## src/rtl/red_pitaya_pwm_dac_pkg.sv

```systemverilog
// Shared constants and the threshold helper for the PWM DAC block.
package red_pitaya_pwm_dac_pkg;

    localparam int PWM_CNT_W = 8;
    localparam int PWM_PER_W = 4;
    localparam int PWM_CFG_W = 24;
    localparam int PWM_V_MSB = 23;
    localparam int PWM_V_LSB = 16;
    localparam int PWM_B_W   = 16;
    localparam int PWM_THR_W = PWM_CNT_W + 1;

    // Threshold = base duty plus the dither bit selected by the current period.
    // One extra bit keeps v=255 with a set dither bit at 256, above every count.
    function automatic logic [PWM_THR_W-1:0] pwm_thr(
        input logic [PWM_CFG_W-1:0] shadow,
        input logic [PWM_PER_W-1:0] per
    );
        logic [PWM_B_W-1:0]   b;
        logic [PWM_CNT_W-1:0] v;
        b = shadow[PWM_B_W-1:0];
        v = shadow[PWM_V_MSB:PWM_V_LSB];
        return {1'b0, v} + {{PWM_CNT_W{1'b0}}, b[per]};
    endfunction

endpackage

```

## src/rtl/red_pitaya_pwm_ch.sv

```systemverilog
// One PWM channel: config shadow, dithered threshold and registered comparator.
module red_pitaya_pwm_ch
    import red_pitaya_pwm_dac_pkg::*;
#(
    parameter int CFG_W = PWM_CFG_W
) (
    input  logic                 clk_i,
    input  logic                 rst_i,
    input  logic                 run_i,
    input  logic                 load_i,
    input  logic [CFG_W-1:0]     cfg_i,
    input  logic [PWM_CNT_W-1:0] cnt_i,
    input  logic [PWM_PER_W-1:0] per_i,
    output logic                 pwm_o
);

    logic [CFG_W-1:0]     shadow_r;
    logic [PWM_THR_W-1:0] thr_s;
    logic                 pwm_r;

    // Threshold for the current period, taken from the shadow only.
    always_comb begin
        thr_s = pwm_thr(shadow_r[PWM_CFG_W-1:0], per_i);
    end

    // Shadow capture; the top decides when (reset, idle, or frame boundary).
    always_ff @(posedge clk_i) begin
        if (load_i) begin
            shadow_r <= cfg_i;
        end else begin
            shadow_r <= shadow_r;
        end
    end

    // Output flop: high while the count is below the threshold, forced low when stopped.
    always_ff @(posedge clk_i) begin
        if (rst_i) begin
            pwm_r <= 1'b0;
        end else if (run_i) begin
            pwm_r <= ({1'b0, cnt_i} < thr_s);
        end else begin
            pwm_r <= 1'b0;
        end
    end

    assign pwm_o = pwm_r;

endmodule

```

## src/rtl/red_pitaya_pwm_dac.sv

```systemverilog
// Multi-channel dithered PWM DAC: shared cycle/period counters, frame-aligned
// config reload, and one red_pitaya_pwm_ch per output.
module red_pitaya_pwm_dac
    import red_pitaya_pwm_dac_pkg::*;
#(
    parameter int CHN   = 4,
    parameter int CFG_W = 24
) (
    input  logic                 clk_i,
    input  logic                 rst_i,
    input  logic                 en_i,
    input  logic [CHN*CFG_W-1:0] cfg_i,
    output logic [CHN-1:0]       pwm_o,
    output logic                 frame_o
);

    logic [PWM_CNT_W-1:0] cnt_r;
    logic [PWM_PER_W-1:0] per_r;
    logic                 frame_r;
    logic                 wrap_s;
    logic                 frame_end_s;
    logic                 load_s;

    // Frame boundary decode and shadow load strobe; shadows track cfg_i while stopped.
    always_comb begin
        wrap_s      = (cnt_r == 8'd255);
        frame_end_s = wrap_s && (per_r == 4'd15);
        load_s      = rst_i || !en_i || frame_end_s;
    end

    // Cycle and period counters plus the frame pulse; reset and idle hold everything at zero.
    always_ff @(posedge clk_i) begin
        if (rst_i) begin
            cnt_r   <= 8'd0;
            per_r   <= 4'd0;
            frame_r <= 1'b0;
        end else if (en_i) begin
            cnt_r   <= cnt_r + 8'd1;
            per_r   <= wrap_s ? per_r + 4'd1 : per_r;
            frame_r <= frame_end_s;
        end else begin
            cnt_r   <= 8'd0;
            per_r   <= 4'd0;
            frame_r <= 1'b0;
        end
    end

    assign frame_o = frame_r;

    for (genvar n = 0; n < CHN; n++) begin : g_ch
        red_pitaya_pwm_ch #(
            .CFG_W (CFG_W)
        ) u_ch (
            .clk_i  (clk_i),
            .rst_i  (rst_i),
            .run_i  (en_i),
            .load_i (load_s),
            .cfg_i  (cfg_i[n*CFG_W +: CFG_W]),
            .cnt_i  (cnt_r),
            .per_i  (per_r),
            .pwm_o  (pwm_o[n])
        );
    end

endmodule

```

## config.mk

```make
export PLATFORM = sky130hd
export DESIGN_NAME = red_pitaya_pwm_dac
export DESIGN_NICKNAME = d
export VERILOG_FILES = /design/src/rtl/red_pitaya_pwm_dac_pkg.sv /design/src/rtl/red_pitaya_pwm_ch.sv /design/src/rtl/red_pitaya_pwm_dac.sv
export SDC_FILE = /design/constraint.sdc
export NUM_CORES = 1
export LEC_CHECK = 0
export ABC_AREA = 1
export CAP_MARGIN = 20
export CORE_MARGIN = 3
export CORE_UTILIZATION = 45
export CTS_BUF_LIST = sky130_fd_sc_hd__clkbuf_16
export CTS_CLUSTER_SIZE = 24
export DETAILED_ROUTE_END_ITERATION = 10
export PLACE_DENSITY_LB_ADDON = 0.2
export SLEW_MARGIN = 10
export SYNTH_ARGS = -nofsm -noshare
export SYNTH_HDL_FRONTEND = slang
export SYNTH_HIERARCHICAL = 1
export SYNTH_SLANG_ARGS = --single-unit
```

## constraint.sdc

```tcl
create_clock -name clk_i -period 3.9 [get_ports clk_i]
set_clock_uncertainty 0.05 [all_clocks]
set_input_delay 0.975 -clock clk_i [delete_from_list [all_inputs] [get_ports clk_i]]
set_output_delay 0.975 -clock clk_i [all_outputs]
set_load 0.1 [all_outputs]
```

==> results.toml <==
[die]
die-area_mm2 = 0.0143
start_util_pct = 47.0
rows = 40
die_h_um = 119
coreArea_mm2 = 0.0123
io_pins = 104
die_w_um = 119

[logic_synthesis]
yosysSeqAreaShare_pct = 55.7
syn_area_per_cell_um2 = 9.63
synth_common_cells = "nand2_1 (150), edfxtp_1 (96), inv_1 (92)"
synth_cell_type_count = 23
syn-num-nets = 742
synth.largest_area_cell = "edfxtp_1"
syn_area_mm2 = 0.00579
synthArstFlopShare_pct = 0
syn_inst = 601
synth_enable_flop_cells = 96
synth_seq_cells = 113
synthFlopType = "edfxtp_1"
yosys.area.top_type_share_pct = 49.8
synthTopCellsByArea = "edfxtp_1 (50%), nand2_1 (9.7%), ha_1 (9.1%), inv_1 (6.0%), dfxtp_1 (5.9%)"
yosys_warnings = 6
synth_most_common_cell = "nand2_1"

[final_layout]
final_layout_size_suffix_gt1_share_pct = 9.24
fin_area_mm2 = 0.00760
final_nets = 864
antenna_cells = 0
area_delta_synth_final_pct = 31.2

[timing]
final.setup.tns_ns = 0
grt_setup_unrepaired = "no"
worst_slew_pin_slew_ns = 1.00
period_share_pct = 79.6
maxSlewViolCount = 0
relSlewSlack_pct = 33.1
max_freq_mhz = 322
layout_min_cycle_time_ns = 3.10
final-hold-violation-count = 0
setup_violations = 0

[power]
power_density_mw_per_mm2 = 410
p_int_mw = 2.41
total_power_mw = 3.12
total_leakage_power_nw = 3.28
vdd_drop_max_v = 0.000313
swShare_pct = 22.6
p_sw_mw = 0.705
pwr-share-clk_pct = 45.2
power.share.combinational_pct = 9.0
seqPwrFrac_pct = 45.8

[detailed_routing]
antenna_left = 0
routed_wl_mm = 11.3
drc_errors = 0
wl_per_cell_um = 12.5
first_pass_iters = 4
vias = 4230
drt-initial-drc-count = 199
drt-vias-per-instance = 4.68

[global_routing]
overflow = 0
grt_max_degree = 59
grt_pass1_vias = 4334
track_usage_pct = 16.8
antenna_found_initial = 0
grt_pass1_wl_mm = 19.0

[clocking]
cts-resized-gates = 0
clock_sinks = 113
clkTransAtPathRegs_ns = 0.05
cts_setup_buffers = 0
cts_inserted_buffers = 17
hold_buffers = 0
htree_levels = 4
cts_tree = "yes"
clockBufferDepth = 2
clock_tree.root_cell = "clkbuf_16"
clock_latency_ns = 0.41

[worst_hold_path]
holdCritPathClass = "register to register"

[setup_path]
start_kind = "register"
worstPathCellList = "buf_12, inv_2, nand2_1, nand3_1, nand3_1, nand3_1, nand2_1, ha_1, ha_1, nand2_1, nor2_2, inv_1, nor2_1, xnor2_1, ha_1, a21o_1, nand3_1, nand3_1, nor2_1"
end_kind = "register"
critPathBufInv = 3
path_max_fanout = 31
cpMaxStageDelayCell = "dfxtp_1"
crit_family = "simple AND/OR/NAND/NOR gates"
arrival_ns = 3.40
cp_data_required_time_ns = 4.20
cpMostUsedCell = "nand3_1"
cp_slowest_stage_delay_ns = 0.57
crit_type = "register to register"

[outcome]
status = "completed"

[placement]
place_congestion = 0.800
io_buffers = 103
dpl-instance-area_mm2 = 0.00705
dp.final_hpwl_mm = 8.18

[job]
cap_violations = 0
## worst reg2reg max path, cell delays in order (launching register included)
cell and delay (ns):
dfxtp_1 0.57, buf_12 0.24, inv_2 0.10, nand2_1 0.08
nand3_1 0.09, nand3_1 0.10, nand3_1 0.09, nand2_1 0.14
ha_1 0.17, ha_1 0.19, nand2_1 0.08, nor2_2 0.16
inv_1 0.05, nor2_1 0.11, xnor2_1 0.13, ha_1 0.26
a21o_1 0.19, nand3_1 0.07, nand3_1 0.07, nor2_1 0.10
## routing by layer
| layer | routed length (µm) | share of wire (%) | vias to the layer above | GRT usage [%] |
|---|---|---|---|---|
| li1 | - | - | 2187 | - |
| met1 | 4980 | 44 | 1935 | 19.7 |
| met2 | 5670 | 50 | 93 | 28.0 |
| met3 | 547 | 4.8 | 15 | 5.94 |
| met4 | 148 | 1.3 | 0 | 6.80 |
| met5 | 0 | 0 | - | 0 |
## area by class of cell
| cell class | count | area, µm² |
|---|---|---|
| Fill cell | 1061 | 4720 |
| Sequential cell | 113 | 3220 |
| Multi-Input combinational cell | 377 | 2140 |
| Timing Repair Buffer | 107 | 1070 |
| Clock buffer | 17 | 425 |
| Inverter | 107 | 404 |
| Tap cell | 168 | 210 |
| Clock inverter | 15 | 120 |
## sequential cells by signal (all words and copies together) (netlist names)
register and cells:
cnt_r 8, g_ch.u_ch/pwm_o 4, frame_o 1, per_r 4, g_ch.u_ch/shadow_r 96
## power by group through the flow
stage / Sequential (mW) / Clock [mW] / Combinational [mW]
after floorplan: 1.46 / 0 / 0.126
after global placement: 1.45 / 0 / 0.273
after detailed placement: 1.45 / 0 / 0.281
after CTS: 1.43 / 1.44 / 0.284
after global routing: 1.44 / 1.50 / 0.313
final: 1.43 / 1.41 / 0.280
## per-stage QoR
stage	setup slack (ns)	cells	hold WS (ns)	utilization, %
after floorplan	0.162	601	0.413	-
after global placement	0.978	872	0.475	57.3
after detailed placement	0.832	872	0.482	57.3
after CTS	0.806	904	0.494	61.7
after global routing	0.445	904	0.550	61.7
final	0.797	904	0.491	61.7
## path summary, 6_finish.rpt
path / from / endpoint / slack [ns] / cells after the start
hold reg to reg: cnt_r[0] / cnt_r[0] / 0.49 / 1
setup reg to reg: per_r[0] / g_ch[0].u_ch/pwm_o / 0.80 / 19
hold / removal: cnt_r[0] / cnt_r[0] / 0.49 / 1
setup / recovery: per_r[0] / g_ch[0].u_ch/pwm_o / 0.80 / 19
## kinds of logic after synthesis
family	after synthesis	synth area share, %
buffers and inverters	111	7.50
adders and majority gates	42	9.08
xor gates and xnor gates	24	3.63
DFF	113	55.7
AOI/OAI and AO/OA	17	1.69
and+or+nand+nor	294	22.4
## cell usage in the layout (no fill, tap or decap), drive strengths merged, types with 2 or more instances in the layout
cell,n
xor2,12
inv,112
a21o,4
clkinv,4
nor2,59
a21oi,10
dfxtp,17
clkbuf,17
clkinvlp,5
nand2,158
nand3b,8
nand3,67
buf,4
o21ai,2
xnor2,12
ha,42
clkdlybuf4s50,103
edfxtp,96
(Power assumes the default switching activity.)
